$ cat config.mk
export PLATFORM = sky130hd
export DESIGN_NAME = udp_csum_clear_flat
export DESIGN_NICKNAME = d
export VERILOG_FILES = /design/src/rtl/udp_csum_clear_pkg.sv /design/src/rtl/udp_csum_clear_if.sv /design/src/rtl/axis8_skid_buf.sv /design/src/rtl/udp_csum_clear.sv /design/src/flat_wrapper.sv
export SDC_FILE = /design/constraint.sdc
export NUM_CORES = 1
export LEC_CHECK = 0
export CORE_MARGIN = 4
export CORE_UTILIZATION = 56
export CTS_BUF_LIST = sky130_fd_sc_hd__clkbuf_4 sky130_fd_sc_hd__clkbuf_8
export CTS_CLUSTER_DIAMETER = 120
export CTS_CLUSTER_SIZE = 24
export DETAILED_ROUTE_END_ITERATION = 8
export GPL_TIMING_DRIVEN = 0
export HOLD_SLACK_MARGIN = 0.1
export PLACE_DENSITY = 0.93
export SLEW_MARGIN = 40
export SYNTH_ARGS = -nofsm -noshare
export SYNTH_HDL_FRONTEND = slang
export SYNTH_SLANG_ARGS = --single-unit
$ cat constraint.sdc
create_clock -name clk -period 4 [get_ports clk]
set_input_delay 1 -clock clk [delete_from_list [all_inputs] [get_ports clk]]
set_output_delay 1 -clock clk [all_outputs]
set_load 0.05 [all_outputs]
$ cat src/rtl/udp_csum_clear_pkg.sv
// Shared definitions for the UDP checksum-clear stage: frame offsets,
// header match constants, FSM encoding and the buffered beat payload.
package udp_csum_clear_pkg;

  localparam int unsigned BYTE_W = 8;
  localparam int unsigned OFF_W  = 13;

  localparam logic [OFF_W-1:0] OFF_MAX      = '1;
  localparam logic [OFF_W-1:0] OFF_ETYPE_HI = 13'd12;
  localparam logic [OFF_W-1:0] OFF_ETYPE_LO = 13'd13;
  localparam logic [OFF_W-1:0] OFF_VER_IHL  = 13'd14;
  localparam logic [OFF_W-1:0] OFF_PROTO    = 13'd23;
  localparam logic [OFF_W-1:0] OFF_PORT_HI  = 13'd34;
  localparam logic [OFF_W-1:0] OFF_PORT_LO  = 13'd35;
  localparam logic [OFF_W-1:0] OFF_CSUM_HI  = 13'd40;
  localparam logic [OFF_W-1:0] OFF_CSUM_LO  = 13'd41;

  localparam logic [BYTE_W-1:0] ETYPE_HI   = 8'h08;
  localparam logic [BYTE_W-1:0] ETYPE_LO   = 8'h00;
  localparam logic [BYTE_W-1:0] VER_IHL    = 8'h45;
  localparam logic [BYTE_W-1:0] PROTO_UDP  = 8'h11;

  typedef enum logic [1:0] {
    ST_HDR  = 2'd0,
    ST_MOD  = 2'd1,
    ST_PASS = 2'd2
  } state_e;

  typedef struct packed {
    logic [BYTE_W-1:0] data;
    logic              last;
  } beat_t;

  // True when the byte at this offset satisfies its header criterion;
  // offsets that are not inspected always pass.
  function automatic logic hdr_byte_ok(input logic [OFF_W-1:0]  off,
                                       input logic [BYTE_W-1:0] data,
                                       input logic [15:0]       port);
    logic ok;
    ok = 1'b1;
    case (off)
      OFF_ETYPE_HI: ok = (data == ETYPE_HI);
      OFF_ETYPE_LO: ok = (data == ETYPE_LO);
      OFF_VER_IHL:  ok = (data == VER_IHL);
      OFF_PROTO:    ok = (data == PROTO_UDP);
      OFF_PORT_HI:  ok = (data == port[15:8]);
      OFF_PORT_LO:  ok = (data == port[7:0]);
      default:      ok = 1'b1;
    endcase
    return ok;
  endfunction

endpackage

$ cat src/rtl/udp_csum_clear_if.sv
// Byte-stream bundle around the checksum-clear stage.
//   s_*: upstream side (data, valid, last in; ready out of the stage)
//   m_*: downstream side (data, valid, last out of the stage; ready in)
// master: the environment driving s_* and sinking m_*; slave: the stage.
interface udp_csum_clear_if;
  logic [7:0] s_data;
  logic       s_valid;
  logic       s_ready;
  logic       s_last;
  logic [7:0] m_data;
  logic       m_valid;
  logic       m_ready;
  logic       m_last;

  modport master (
    output s_data, s_valid, s_last, m_ready,
    input  s_ready, m_data, m_valid, m_last
  );

  modport slave (
    input  s_data, s_valid, s_last, m_ready,
    output s_ready, m_data, m_valid, m_last
  );
endinterface

$ cat src/rtl/axis8_skid_buf.sv
// Two-entry registered buffer for byte+last beats.
//   in_beat/in_valid/in_ready  : upstream handshake, in_ready = not full (registered)
//   out_beat/out_valid/out_ready: downstream handshake, payload held in a register
// The output register is the head entry; the skid register absorbs one beat
// while the head is stalled.
module axis8_skid_buf
  import udp_csum_clear_pkg::*;
(
  input  logic  clk,
  input  logic  rst_n,
  input  beat_t in_beat,
  input  logic  in_valid,
  output logic  in_ready,
  output beat_t out_beat,
  output logic  out_valid,
  input  logic  out_ready
);

  beat_t out_beat_q, out_beat_d;
  beat_t skid_beat_q, skid_beat_d;
  logic  out_valid_q, out_valid_d;
  logic  skid_valid_q, skid_valid_d;
  logic  in_ready_q, in_ready_d;
  logic  push_c, pop_c;

  assign push_c = in_valid & in_ready_q;
  assign pop_c  = out_valid_q & out_ready;

  // Next-state of the two entries.
  always_comb begin
    out_beat_d   = out_beat_q;
    out_valid_d  = out_valid_q;
    skid_beat_d  = skid_beat_q;
    skid_valid_d = skid_valid_q;
    if (!out_valid_q || pop_c) begin
      if (skid_valid_q) begin
        out_beat_d   = skid_beat_q;
        out_valid_d  = 1'b1;
        skid_valid_d = push_c;
        if (push_c) skid_beat_d = in_beat;
      end else begin
        out_valid_d = push_c;
        if (push_c) out_beat_d = in_beat;
      end
    end else if (push_c) begin
      skid_beat_d  = in_beat;
      skid_valid_d = 1'b1;
    end
    in_ready_d = !(out_valid_d && skid_valid_d);
  end

  always_ff @(posedge clk or negedge rst_n) begin
    if (!rst_n) begin
      out_beat_q   <= '0;
      out_valid_q  <= 1'b0;
      skid_beat_q  <= '0;
      skid_valid_q <= 1'b0;
      in_ready_q   <= 1'b0;
    end else begin
      out_beat_q   <= out_beat_d;
      out_valid_q  <= out_valid_d;
      skid_beat_q  <= skid_beat_d;
      skid_valid_q <= skid_valid_d;
      in_ready_q   <= in_ready_d;
    end
  end

  assign in_ready  = in_ready_q;
  assign out_beat  = out_beat_q;
  assign out_valid = out_valid_q;

endmodule

$ cat src/rtl/udp_csum_clear.sv
// Clears the UDP checksum (offsets 40-41 -> 0x0000) of IPv4/UDP frames whose
// source port matches ctrl_reg, so frames altered upstream are not rejected.
//   clk, rst_n : clock, async active-low reset
//   ctrl_reg   : [16] enable, [15:0] port to match
//   bus        : s_* upstream stream in, m_* downstream stream out
//   pkt_count  : frames forwarded (counted on output last beats)
//   mod_count  : frames whose checksum was cleared
module udp_csum_clear
  import udp_csum_clear_pkg::*;
#(
  parameter int unsigned CNT_W = 32
) (
  input  logic                 clk,
  input  logic                 rst_n,
  input  logic [31:0]          ctrl_reg,
  udp_csum_clear_if.slave      bus,
  output logic [CNT_W-1:0]     pkt_count,
  output logic [CNT_W-1:0]     mod_count
);

  state_e            state_q, state_d;
  logic [OFF_W-1:0]  off_q, off_d;
  logic              match_q, match_d;
  logic [CNT_W-1:0]  pkt_count_q, pkt_count_d;
  logic [CNT_W-1:0]  mod_count_q, mod_count_d;

  logic              s_ready_c;
  logic              push_c, pop_c;
  logic              match_now_c;
  logic              zero_c;
  beat_t             in_beat_c, out_beat_c;
  logic              out_valid_c;
  logic              unused_ctrl_c;

  assign unused_ctrl_c = ^ctrl_reg[31:17];

  assign push_c = bus.s_valid & s_ready_c;
  assign pop_c  = out_valid_c & bus.m_ready;

  // Running header match; offset 0 restarts it, offset 35 folds in the enable.
  assign match_now_c = ((off_q == '0) ? 1'b1 : match_q)
                     & hdr_byte_ok(off_q, bus.s_data, ctrl_reg[15:0])
                     & ((off_q != OFF_PORT_LO) | ctrl_reg[16]);

  // Offset 40 is left intact when it ends the frame (runt).
  assign zero_c = (state_q == ST_MOD)
                & (((off_q == OFF_CSUM_HI) & ~bus.s_last) | (off_q == OFF_CSUM_LO));

  always_comb begin
    in_beat_c      = '0;
    in_beat_c.data = zero_c ? '0 : bus.s_data;
    in_beat_c.last = bus.s_last;
  end

  // Parser FSM, offset counter and statistics.
  always_comb begin
    state_d     = state_q;
    off_d       = off_q;
    match_d     = match_q;
    pkt_count_d = pkt_count_q;
    mod_count_d = mod_count_q;
    if (push_c) begin
      match_d = match_now_c;
      if (bus.s_last)             off_d = '0;
      else if (off_q != OFF_MAX)  off_d = off_q + OFF_W'(1);
      case (state_q)
        ST_HDR: begin
          if (off_q == OFF_PORT_LO) state_d = match_now_c ? ST_MOD : ST_PASS;
        end
        ST_MOD: begin
          if (off_q == OFF_CSUM_LO) begin
            state_d     = ST_PASS;
            mod_count_d = mod_count_q + CNT_W'(1);
          end
        end
        default: ;
      endcase
      if (bus.s_last) state_d = ST_HDR;
    end
    if (pop_c && out_beat_c.last) pkt_count_d = pkt_count_q + CNT_W'(1);
  end

  always_ff @(posedge clk or negedge rst_n) begin
    if (!rst_n) begin
      state_q     <= ST_HDR;
      off_q       <= '0;
      match_q     <= 1'b0;
      pkt_count_q <= '0;
      mod_count_q <= '0;
    end else begin
      state_q     <= state_d;
      off_q       <= off_d;
      match_q     <= match_d;
      pkt_count_q <= pkt_count_d;
      mod_count_q <= mod_count_d;
    end
  end

  axis8_skid_buf u_buf (
    .clk       (clk),
    .rst_n     (rst_n),
    .in_beat   (in_beat_c),
    .in_valid  (bus.s_valid),
    .in_ready  (s_ready_c),
    .out_beat  (out_beat_c),
    .out_valid (out_valid_c),
    .out_ready (bus.m_ready)
  );

  assign bus.s_ready = s_ready_c;
  assign bus.m_data  = out_beat_c.data;
  assign bus.m_last  = out_beat_c.last;
  assign bus.m_valid = out_valid_c;
  assign pkt_count   = pkt_count_q;
  assign mod_count   = mod_count_q;

endmodule

$ cat src/flat_wrapper.sv
// flat-port wrapper written by rule: the top's interface ports become plain ports
module udp_csum_clear_flat import udp_csum_clear_pkg::*;
#(
  parameter int unsigned CNT_W = 32
)
  (clk, rst_n, ctrl_reg, pkt_count, mod_count, bus_s_data, bus_s_valid, bus_s_last, bus_m_ready, bus_s_ready, bus_m_data, bus_m_valid, bus_m_last);
  udp_csum_clear_if bus_i ();
  input  logic clk;
  input  logic rst_n;
  input  logic [31:0] ctrl_reg;
  output logic [CNT_W-1:0] pkt_count;
  output logic [CNT_W-1:0] mod_count;
  input wire logic [$bits(bus_i.s_data)-1:0] bus_s_data;
  input wire logic [$bits(bus_i.s_valid)-1:0] bus_s_valid;
  input wire logic [$bits(bus_i.s_last)-1:0] bus_s_last;
  input wire logic [$bits(bus_i.m_ready)-1:0] bus_m_ready;
  output wire logic [$bits(bus_i.s_ready)-1:0] bus_s_ready;
  output wire logic [$bits(bus_i.m_data)-1:0] bus_m_data;
  output wire logic [$bits(bus_i.m_valid)-1:0] bus_m_valid;
  output wire logic [$bits(bus_i.m_last)-1:0] bus_m_last;
  assign bus_i.s_data = bus_s_data;
  assign bus_i.s_valid = bus_s_valid;
  assign bus_i.s_last = bus_s_last;
  assign bus_i.m_ready = bus_m_ready;
  assign bus_s_ready = bus_i.s_ready;
  assign bus_m_data = bus_i.m_data;
  assign bus_m_valid = bus_i.m_valid;
  assign bus_m_last = bus_i.m_last;
  udp_csum_clear #(.CNT_W(CNT_W)) u_core (.clk(clk), .rst_n(rst_n), .ctrl_reg(ctrl_reg), .bus(bus_i), .pkt_count(pkt_count), .mod_count(mod_count));
endmodule
==> impl_metrics.env <==
export IMPL_status="complete, no violations"
export IMPL_ant_nets=0
export IMPL_ir_drop_mv=0.271
export IMPL_power_density_nw_per_um2=449
export IMPL_wl_um=12100
export IMPL_dpl_cell_area_um2=6320
export IMPL_crit_fanout=8
export IMPL_r2r_slack_ns=1.06
export IMPL_antenna_cells=0
export IMPL_critical_path_class="primary input to flip-flop"
export IMPL_fin_area_um2=6520
export IMPL_die_width_um=104
export IMPL_synthArstFlopShare_pct=100
export IMPL_tightest_slew_ns=0.639
export IMPL_start_util_pct=58.1
export IMPL_cts_resized=0
export IMPL_cts_made_buffers=9
export IMPL_netlist_area_um2=5110
export IMPL_grt_pass1_vias=4329
export IMPL_design_portCount=120
export IMPL_r2r_start="u_core.off_q[0]$_DFFE_PN0P_"
export IMPL_synth_common_cells="101 x dfrtp_1, 71 x nand2_1, 53 x xnor2_1"
export IMPL_fin_crit_sh_pct=79.3
export IMPL_io_buffer_count=104
export IMPL_leakage_nw=2.82
export IMPL_grt_start_max_net_pins=58
export IMPL_drt_iter0_drc=197
export IMPL_vias=4294
export IMPL_relSlewSlack_pct=56.3
export IMPL_core_um2=8810
export IMPL_grt_overflow=0
export IMPL_syn_area_per_cell_um2=10.0
export IMPL_hold_depth=1
export IMPL_synth_top_area_share_pct=49.4
export IMPL_synth_edf_count=0
export IMPL_ys_seq_area_share_pct=49.4
export IMPL_clk_pin_slew_worst_paths_ns=0.10
export IMPL_num_rows=34
export IMPL_r2r_end="u_core.match_q$_DFFE_PN0P_"
export IMPL_ys_types=64
export IMPL_area_delta_synth_final_pct=27.4
export IMPL_cp_data_required_time_ns=4.30
export IMPL_clk_path_buf_depth=2
export IMPL_final_setup_viol_count=0
export IMPL_yosys_area_top_type="dfrtp_1"
export IMPL_drt_pass1_iterations=4
export IMPL_grt_setup_unrepaired="false"
export IMPL_ys_ff_latch=101
export IMPL_period_needed_ns=3.17
export IMPL_grt_pass1_wl_um=20700
export IMPL_syn_nets=562
export IMPL_hp_class="flip-flop to flip-flop"
export IMPL_drive_gt1_share_pct=7.28
export IMPL_worstSetupStartpointType="primary input"
export IMPL_hp_start="u_core.pkt_count[31]$_DFFE_PN0P_"
export IMPL_grtUsageTotal_pct=22.9
export IMPL_synthCells=511
export IMPL_total_power_mw=2.93
export IMPL_synth_top_flop_cell="dfrtp_1"
export IMPL_routedWlPerCell_um=16.4
export IMPL_fmax_ghz=0.315
export IMPL_clock_latency_ns=0.36
export IMPL_fin_skew_ns=0.00871
export IMPL_gp_congestion=0.957
export IMPL_clockRootBuffer="clkbuf_8"
export IMPL_cp_end_kind="flip-flop"
export IMPL_synth_most_common_cell="dfrtp_1"
export IMPL_dieArea_um2=10700
export IMPL_hold_buffers=0
export IMPL_hold_viol_final=0
export IMPL_drc=0
export IMPL_hpwl_um=9300
export IMPL_die_y_um=104
export IMPL_drv_cap=0
export IMPL_synthTopCellsByArea="dfrtp_1 49%, xnor2_1 9.1%, nand2_1 5.2%, xor2_1 3.8%, nor2_1 2.9%"
export IMPL_htree_levels=3
export IMPL_synth_warnings=0
export IMPL_maxSlewViolCount=0
export IMPL_via_per_inst=5.80
export IMPL_fin_hold_ws_ns=0.472
export IMPL_post_cts_setup_buffers=0
export IMPL_cts_tree="yes"
export IMPL_hold_path_end="u_core.pkt_count[31]$_DFFE_PN0P_"
export IMPL_antenna_found_initial=0
export IMPL_numClockSinks=101
export IMPL_reg2reg_depth=9
export IMPL_final_nets=678
export IMPL_arrival_ns=3.47
export IMPL_fillers=595
[worst max path at each step]
stage | start | to | slack [ns] | cells past startpoint
final | bus_m_ready | u_core.pkt_count[31]$_DFFE_PN0P_ | 0.83 | 8
after global routing | bus_m_ready | u_core.pkt_count[31]$_DFFE_PN0P_ | 0.65 | 8
after CTS | bus_m_ready | u_core.pkt_count[31]$_DFFE_PN0P_ | 0.85 | 8
after detailed placement | bus_m_ready | u_core.pkt_count[31]$_DFFE_PN0P_ | 0.46 | 8
after global placement | rst_n | u_core.off_q[4]$_DFFE_PN0P_ | -1.68 | 1
after floorplan | bus_s_data[6] | u_core.match_q$_DFFE_PN0P_ | 1.17 | 5
[power breakdown]
| part | switching, mW | leakage [nW] | internal [mW] | total (mW) |
|---|---|---|---|---|
| clock | 0.371 | 0.0943 | 0.247 | 0.617 |
| sequential | 0.119 | 1.34 | 1.17 | 1.29 |
| combinational | 0.663 | 1.39 | 0.356 | 1.02 |
| total | 1.15 | 2.82 | 1.78 | 2.93 |
[metal layers]
metal | routed length (um) | up-vias | track usage, % | part of all wire, %
li1 | - | 2028 | - | -
met1 | 5070 | 2061 | 28.6 | 42
met2 | 6080 | 179 | 40.8 | 50
met3 | 736 | 26 | 3.36 | 6.1
met4 | 251 | 0 | 7.98 | 2.1
met5 | 0 | - | 0 | 0
[critical path, stage by stage]
cell and delay (ns):
clkdlybuf4s50_1 0.56, and3_1 0.20, clkbuf_1 0.22, nand4_1 0.20
nor2_1 0.50, nand3_1 0.36, nor3_1 0.26, xor2_1 0.16
[cell type report]
cell class	count	area, um^2	area share [%]
clock inverters	6	56.3	0.864
flip-flops and latches	101	2530	38.8
plain buffers	16	82.6	1.27
multi-input cells	385	2470	38.0
repair buffers	105	1070	16.5
well taps	108	135	2.07
inverters	9	33.8	0.519
clock buffers	10	131	2.02
[stage by stage]
step                std cells  setup TNS, ns  setup slack (ns)  util (%)
finish                    740              0             0.826      74.0
detailed placement        724              0             0.456      71.8
global placement          723        -169.34             -1.68      71.4
global route              740              0             0.651      74.0
CTS                       740              0             0.848      73.9
floorplan                 511              0              1.17         -
[flip-flops by register name, summed over array words and instances, names as in the netlist]
name,count
u_core.u_buf.in_ready,1
u_core.match_q,1
u_core.state_q,2
u_core.u_buf.out_beat,9
u_core.u_buf.skid_valid_q,1
u_core.u_buf.skid_beat_q,9
u_core.pkt_count,32
u_core.u_buf.out_valid,1
u_core.off_q,13
u_core.mod_count,32
[kinds of logic after synthesis]
group	synth area share, %
compound gates	8.52
xor+xnor	12.8
fa+ha+maj	1.47
buf+inv	2.28
flops	49.4
mux	1.05
simple gates	24.4
[cell usage in the layout, fill, tap and decap left out, types with 3 or more instances in the layout]
master and count:
buf_2 3, clkbuf_8 9, or2_2 4, and3_1 15, nand2_1 71, nand3_1 27, dfrtp_1 101, clkdlybuf4s50_1 103
a22oi_1 4, nor2b_1 4, inv_1 9, nand4_1 18, ha_1 6, nor4_1 3, mux2_2 3, xnor2_1 53
and4_1 7, and2_1 5, or3_1 4, nand2b_1 3, a21oi_1 17, nor3_1 7, clkbuf_1 9, o21ai_0 22
xor2_1 22, nor2_1 40
(Power assumes the default switching activity.)
